File: config.mk
export PLATFORM = sky130hd
export DESIGN_NAME = alu_issue_ctrl
export DESIGN_NICKNAME = d
export VERILOG_FILES = /design/src/rtl/alu_pkg.sv /design/src/rtl/alu_watchdog.sv /design/src/rtl/alu_issue_ctrl.sv
export SDC_FILE = /design/constraint.sdc
export NUM_CORES = 1
export LEC_CHECK = 0
export BUFFER_PORTS_ARGS = -buffer_cell sky130_fd_sc_hd__buf_2
export CORE_UTILIZATION = 45
export CTS_BUF_LIST = sky130_fd_sc_hd__clkbuf_16
export DETAILED_ROUTE_END_ITERATION = 8
export PLACE_DENSITY_LB_ADDON = 0.1
export SLEW_MARGIN = 30
export SYNTH_ARGS = -nofsm -noshare
export SYNTH_HDL_FRONTEND = slang
export SYNTH_SLANG_ARGS = --single-unit
export TNS_END_PERCENT = 5
File: constraint.sdc
create_clock -name clk -period 2.2 [get_ports clk]
set_input_delay 0.33 -clock clk [delete_from_list [all_inputs] [get_ports clk]]
set_output_delay 0.33 -clock clk [all_outputs]
set_load 0.005 [all_outputs]
File: src/rtl/alu_pkg.sv
// alu_pkg: constants and types shared by the ALU issue controller, its watchdog
// and the testbench.
//   - ALU operation codes driven on alu_code (ALU_NOP when nothing is issued).
//   - alu_state_e: issue FSM state encoding, also used by bench monitors.
package alu_pkg;

  localparam logic [2:0] ALU_NOP = 3'h0;
  localparam logic [2:0] ALU_ADD = 3'h1;
  localparam logic [2:0] ALU_SUB = 3'h2;
  localparam logic [2:0] ALU_AND = 3'h3;
  localparam logic [2:0] ALU_OR  = 3'h4;
  localparam logic [2:0] ALU_XOR = 3'h5;
  localparam logic [2:0] ALU_SLL = 3'h6;
  localparam logic [2:0] ALU_SRL = 3'h7;

  typedef enum logic [1:0] {
    IDLE  = 2'd0,
    ISSUE = 2'd1,
    WB    = 2'd2
  } alu_state_e;

endpackage

File: src/rtl/alu_watchdog.sv
// alu_watchdog: down-counter bounding the time spent waiting for the ALU.
//   clk, rst_n  clock / asynchronous active-low reset
//   clr         reload the counter with TIMEOUT-1 (held while not waiting)
//   en          one count per cycle while waiting
//   expired     high during the TIMEOUT-th enabled cycle since the last clear
module alu_watchdog #(
  parameter int TIMEOUT = 16
) (
  input  logic clk,
  input  logic rst_n,
  input  logic clr,
  input  logic en,
  output logic expired
);

  localparam int CW = $clog2(TIMEOUT + 1);

  logic [CW-1:0] cnt_q;

  always_ff @(posedge clk or negedge rst_n) begin
    if (!rst_n) begin
      cnt_q <= CW'(TIMEOUT - 1);
    end else if (clr) begin
      cnt_q <= CW'(TIMEOUT - 1);
    end else if (en && (cnt_q != '0)) begin
      cnt_q <= cnt_q - CW'(1);
    end
  end

  assign expired = en && (cnt_q == '0);

endmodule

File: src/rtl/alu_issue_ctrl.sv
// alu_issue_ctrl: requester side of the ALU interface, one operation in flight.
// Accepts an operation from decode (req_valid/req_ready), drives it onto the
// ALU until ready, then offers result + destination to writeback
// (wb_valid/wb_ready).
//   req_*            decode request: operands, alu code, destination register
//   op1/op2/alu_code registered drive to the ALU; alu_code is ALU_NOP when idle
//   ready/result     ALU response for the current operands
//   wb_*             writeback offer, held stable until wb_ready
//   err              sticky ALU timeout flag
// Optional feature macro: ALU_TIMEOUT_EN enables the ISSUE watchdog
// (alu_watchdog); without it the controller waits for the ALU indefinitely and
// err is tied low.
module alu_issue_ctrl
  import alu_pkg::*;
#(
  parameter int XLEN    = 32,
  parameter int RD_W    = 5,
  parameter int TIMEOUT = 16
) (
  input  logic            clk,
  input  logic            rst_n,
  input  logic            req_valid,
  output logic            req_ready,
  input  logic [XLEN-1:0] req_op1,
  input  logic [XLEN-1:0] req_op2,
  input  logic [2:0]      req_code,
  input  logic [RD_W-1:0] req_rd,
  output logic [XLEN-1:0] op1,
  output logic [XLEN-1:0] op2,
  output logic [2:0]      alu_code,
  input  logic            ready,
  input  logic [XLEN-1:0] result,
  output logic            wb_valid,
  input  logic            wb_ready,
  output logic [RD_W-1:0] wb_rd,
  output logic [XLEN-1:0] wb_data,
  output logic            err
);

  alu_state_e      state_q;
  logic [XLEN-1:0] op1_q, op2_q, wb_data_q;
  logic [2:0]      code_q;
  logic [RD_W-1:0] rd_q;
  logic            first_q;   // first ISSUE cycle: ALU ready may be left over
  logic            wb_valid_q;

`ifdef ALU_TIMEOUT_EN
  logic err_q;
  logic wd_expired;

  alu_watchdog #(.TIMEOUT(TIMEOUT)) u_watchdog (
    .clk     (clk),
    .rst_n   (rst_n),
    .clr     (state_q != ISSUE),
    .en      (state_q == ISSUE),
    .expired (wd_expired)
  );
`endif

  always_ff @(posedge clk or negedge rst_n) begin
    if (!rst_n) begin
      state_q    <= IDLE;
      op1_q      <= '0;
      op2_q      <= '0;
      code_q     <= ALU_NOP;
      rd_q       <= '0;
      first_q    <= 1'b0;
      wb_valid_q <= 1'b0;
      wb_data_q  <= '0;
`ifdef ALU_TIMEOUT_EN
      err_q      <= 1'b0;
`endif
    end else begin
      case (state_q)
        IDLE: begin
          if (req_valid) begin
            op1_q   <= req_op1;
            op2_q   <= req_op2;
            code_q  <= req_code;
            rd_q    <= req_rd;
            first_q <= 1'b1;
            state_q <= ISSUE;
          end
        end
        ISSUE: begin
          first_q <= 1'b0;
          if (!first_q && ready) begin
            wb_data_q  <= result;
            wb_valid_q <= 1'b1;
            code_q     <= ALU_NOP;
            state_q    <= WB;
          end
`ifdef ALU_TIMEOUT_EN
          else if (wd_expired) begin
            err_q      <= 1'b1;
            wb_data_q  <= '0;
            wb_valid_q <= 1'b1;
            code_q     <= ALU_NOP;
            state_q    <= WB;
          end
`endif
        end
        WB: begin
          if (wb_ready) begin
            wb_valid_q <= 1'b0;
            state_q    <= IDLE;
          end
        end
        default: state_q <= IDLE;
      endcase
    end
  end

  assign req_ready = (state_q == IDLE);
  assign op1       = op1_q;
  assign op2       = op2_q;
  assign alu_code  = code_q;
  assign wb_valid  = wb_valid_q;
  assign wb_rd     = rd_q;
  assign wb_data   = wb_data_q;
`ifdef ALU_TIMEOUT_EN
  assign err       = err_q;
`else
  assign err       = 1'b0;
`endif

endmodule

==> metrics list <==
- Setup Slack @ Placement: 507 ps
- Of all nets on the critical path, the largest fanout is 29.
- The first global-routing pass estimated 13500 um of wire.
* Post-route antenna net violation count: 0
- Share of total power in combinational logic: 40.8%
- Capture point of the worst reg-to-reg path: wb_data[21]$_DFFE_PN0P_
- Antenna fix cells: 0
- Routability-driven placement finished with a final weighted congestion of 0.696.
* Warning count from the yosys run: 0
- Cell Rows: 36
* Final Routed Wirelength: 9060 um
- Final setup violation count: 0
- Unrepaired setup endpoints after global routing: false
* Worst setup EP type: register
- The min-delay analysis places its worst path in the category primary input to register.
- CP peak stage delay: 500 ps
- Die Y-Extent: 102 um
- The worst register-to-register path has a depth of 3.
* Effective utilization at floorplan: 46.2%
* Post-CTS Setup Bufs: 0
- The detailed router placed 2805 vias in this run.
- The post-route netlist has 71.9% of its cells at a drive strength greater than 1.
- The slowest stage of the critical path belongs to the cell dfrtp_1.
* Number of flip-flops and latches in the synthesized netlist: 108
- Summed over all failing endpoints, the final setup total negative slack is 0 ps.
- Worst Path Class, Setup: register to register
* Number of pins with negative max-slew slack in the final report: 0
- Clock sink total: 108
- Hold Path Cell Cnt: 2
- Clock tree from TritonCTS: done
* Hold_buf cts: 1
- The netlist uses 21 different library cells.
- Most common library cell in the layout ignoring fill and taps: buf_2
* Clock latency on the worst-skew pair: 330 ps
* Maximum VDD drop: 614 uV
* Worst Path Arrival: 1910 ps
* Clock period minus worst slack: 1700 ps
- Via/cell ratio: 4.65
- Final period utilization: 77.3%
* Total die area: 0.0103 mm2
* Area of the core: 0.00968 mm2
* Number of design rule violations left after detail routing: 0
- In this run the most critical hold path is launched from ready.
- The worst setup path is launched from a register.
- Once layout is complete, the utilization of the core stands at 60.6%.
- Post-CTS sizing: 0
* Count of input and output buffers: 214
- Counting both buffers and inverters, the worst setup path holds a total of 1.
* Worst R2R Start: state_q[1]$_DFFE_PN0P_
* Register-to-register path setup slack: 500 ps
- Sequential group share of total power: 42.0%
* Number of nets in the final layout: 574
- Area growth, synth to finish: 31.2%
- Seq/Total Area, Yosys: 60.4%
- The number of antenna violations at the first check in global routing came to 0.
- In this run the number of H-tree levels came out at 3.
- Number of DRC violations after detailed-routing iteration 0: 60
* Upper clock frequency limit: 588 MHz
* Delay-heaviest family, CP: flip-flops
- Critical Path, Cell by Cell: and4bb_1 > buf_4 > mux2_2
* CTS buffer count: 9
- Via count of the first global-routing pass: 2710
- Detailed placement HPWL: 6570 um
* Maximum number of pins on one net before global-route repair: 46
- First-pass DRT Iterations: 4
- Of the total power, the clock network draws 17.1%.
- The internal portion of the total power is 5.99 mW.
- Across every metal layer, demand over resource in global routing totals 17.2%.
* NetSw: 2.45 mW
* Fin Hold WS: 213 ps
* Overall overflow remaining after global route: 0
* Most used cells in the layout excluding fill and tap cells: buf_2 (213), dfrtp_1 (108), mux2_4 (67), mux2_2 (34), clkbuf_16 (9)
* Syn_nets: 356
* Maximum clock insertion buffer count: 2
- Pin placement for this block handled 216 I/O pins.
* Worst Setup Slack, final: 500 ps
- Final-report hold violation count: 0
- Run status: completed
- Clock-pin transition on the worst setup and hold timing paths: 70 ps
- Wire per inst: 15.0 um
- Worst hold path endpoint: state_q[0]$_DFFE_PN0P_
- In this run the horizontal extent of the chip is 102 um.
- Net switching is 29.0% of the power.
- The root buffer cell chosen for the clock tree is clkbuf_16.
- The cell count after synthesis came out at 247.
- Averaged over all synthesized cells, the footprint is 18.1 um2.
- For this design the ratio of total power to cell area is 1440 mW/mm2.
- Mapped cell area: 0.00447 mm2
* Count of maximum capacitance violations: 0
* Cell leakage power: 3.00 nW
- For the worst setup path, the data required time is 2410 ps.
- The clock arrives with 8.84 ps of skew.
==> power by group through the flow <==
stage                     clock, mW  combinational [mW]  sequential, mW
after floorplan                   0                2.19            3.62
after CTS                      1.50                3.50            3.56
after global routing           1.58                3.75            3.69
after detailed placement          0                3.49            3.57
after global placement            0                3.44            3.54
final                          1.45                3.44            3.55
==> registers in the layout, indices dropped and copies added (netlist names) <==
name	flops
op1	32
op2	32
wb_data	32
wb_rd	5
alu_code	3
state_q	2
first_q	1
wb_valid	1
==> cell families after synthesis <==
kind of cell / share of synthesized area [%]
AOI/OAI and AO/OA: 0.979
buffers and inverters: 5.23
DFF: 60.4
muxes: 31.0
other: 0.0838
and+or+nand+nor: 2.24
==> layer usage <==
| metal | global-route usage [%] | vias to the layer above | wire length [um] |
|---|---|---|---|
| met5 | 0 | - | 0 |
| met4 | 7.02 | 0 | 138 |
| met3 | 4.97 | 11 | 732 |
| met2 | 27.1 | 124 | 4290 |
| met1 | 22.3 | 1378 | 3900 |
| li1 | - | 1292 | - |
==> cells in the mapped netlist <==
cell type | count | area (um2)
dfrtp_1 | 108 | 2700
mux2_4 | 67 | 1010
mux2_2 | 34 | 383
buf_12 | 7 | 140
buf_6 | 5 | 56.3
inv_1 | 4 | 15.0
buf_4 | 3 | 22.5
o31ai_1 | 3 | 22.5
or4bb_1 | 3 | 33.8
nor2_1 | 2 | 7.51
a21o_1 | 1 | 7.51
a21oi_1 | 1 | 5.00
a311oi_1 | 1 | 8.76
and4bb_1 | 1 | 12.5
conb_1 | 1 | 3.75
nand2b_1 | 1 | 6.26
nand3b_1 | 1 | 7.51
nor2b_1 | 1 | 6.26
nor3b_1 | 1 | 7.51
nor3b_2 | 1 | 12.5
or2_2 | 1 | 6.26
==> how the worst max path moves through the flow <==
stage / startpoint / to / slack [ps] / cells past startpoint
2_1_floorplan: state_q[0]$_DFFE_PN0P_ / op1[10]$_DFFE_PN0P_ / 750 / 5
3_3_place_gp: state_q[0]$_DFFE_PN0P_ / op1[6]$_DFFE_PN0P_ / 560 / 3
3_5_place_dp: state_q[0]$_DFFE_PN0P_ / op1[7]$_DFFE_PN0P_ / 510 / 3
4_1_cts: state_q[0]$_DFFE_PN0P_ / op1[7]$_DFFE_PN0P_ / 490 / 3
5_1_grt: state_q[1]$_DFFE_PN0P_ / wb_data[21]$_DFFE_PN0P_ / 400 / 3
6_report: state_q[1]$_DFFE_PN0P_ / wb_data[21]$_DFFE_PN0P_ / 500 / 3
==> area by class of cell <==
cell class | instances | area, um2
clock buffers | 9 | 225
multi-input cells | 120 | 1540
repair buffers | 222 | 1170
well taps | 133 | 166
inverters | 4 | 15.0
flip-flops and latches | 108 | 2700
fillers | 806 | 3810
clock inverters | 7 | 45.0
==> stage by stage <==
| step | cells | power [mW] | instance area (um2) |
|---|---|---|---|
| 2_1_floorplan | 247 | 5.81 | 4470 |
| 3_3_place_gp | 586 | 6.98 | 5590 |
| 3_5_place_dp | 586 | 7.06 | 5590 |
| 4_1_cts | 603 | 8.56 | 5870 |
| 5_1_grt | 603 | 9.02 | 5870 |
| 6_report | 603 | 8.44 | 5870 |
(Power assumes the default switching activity.)
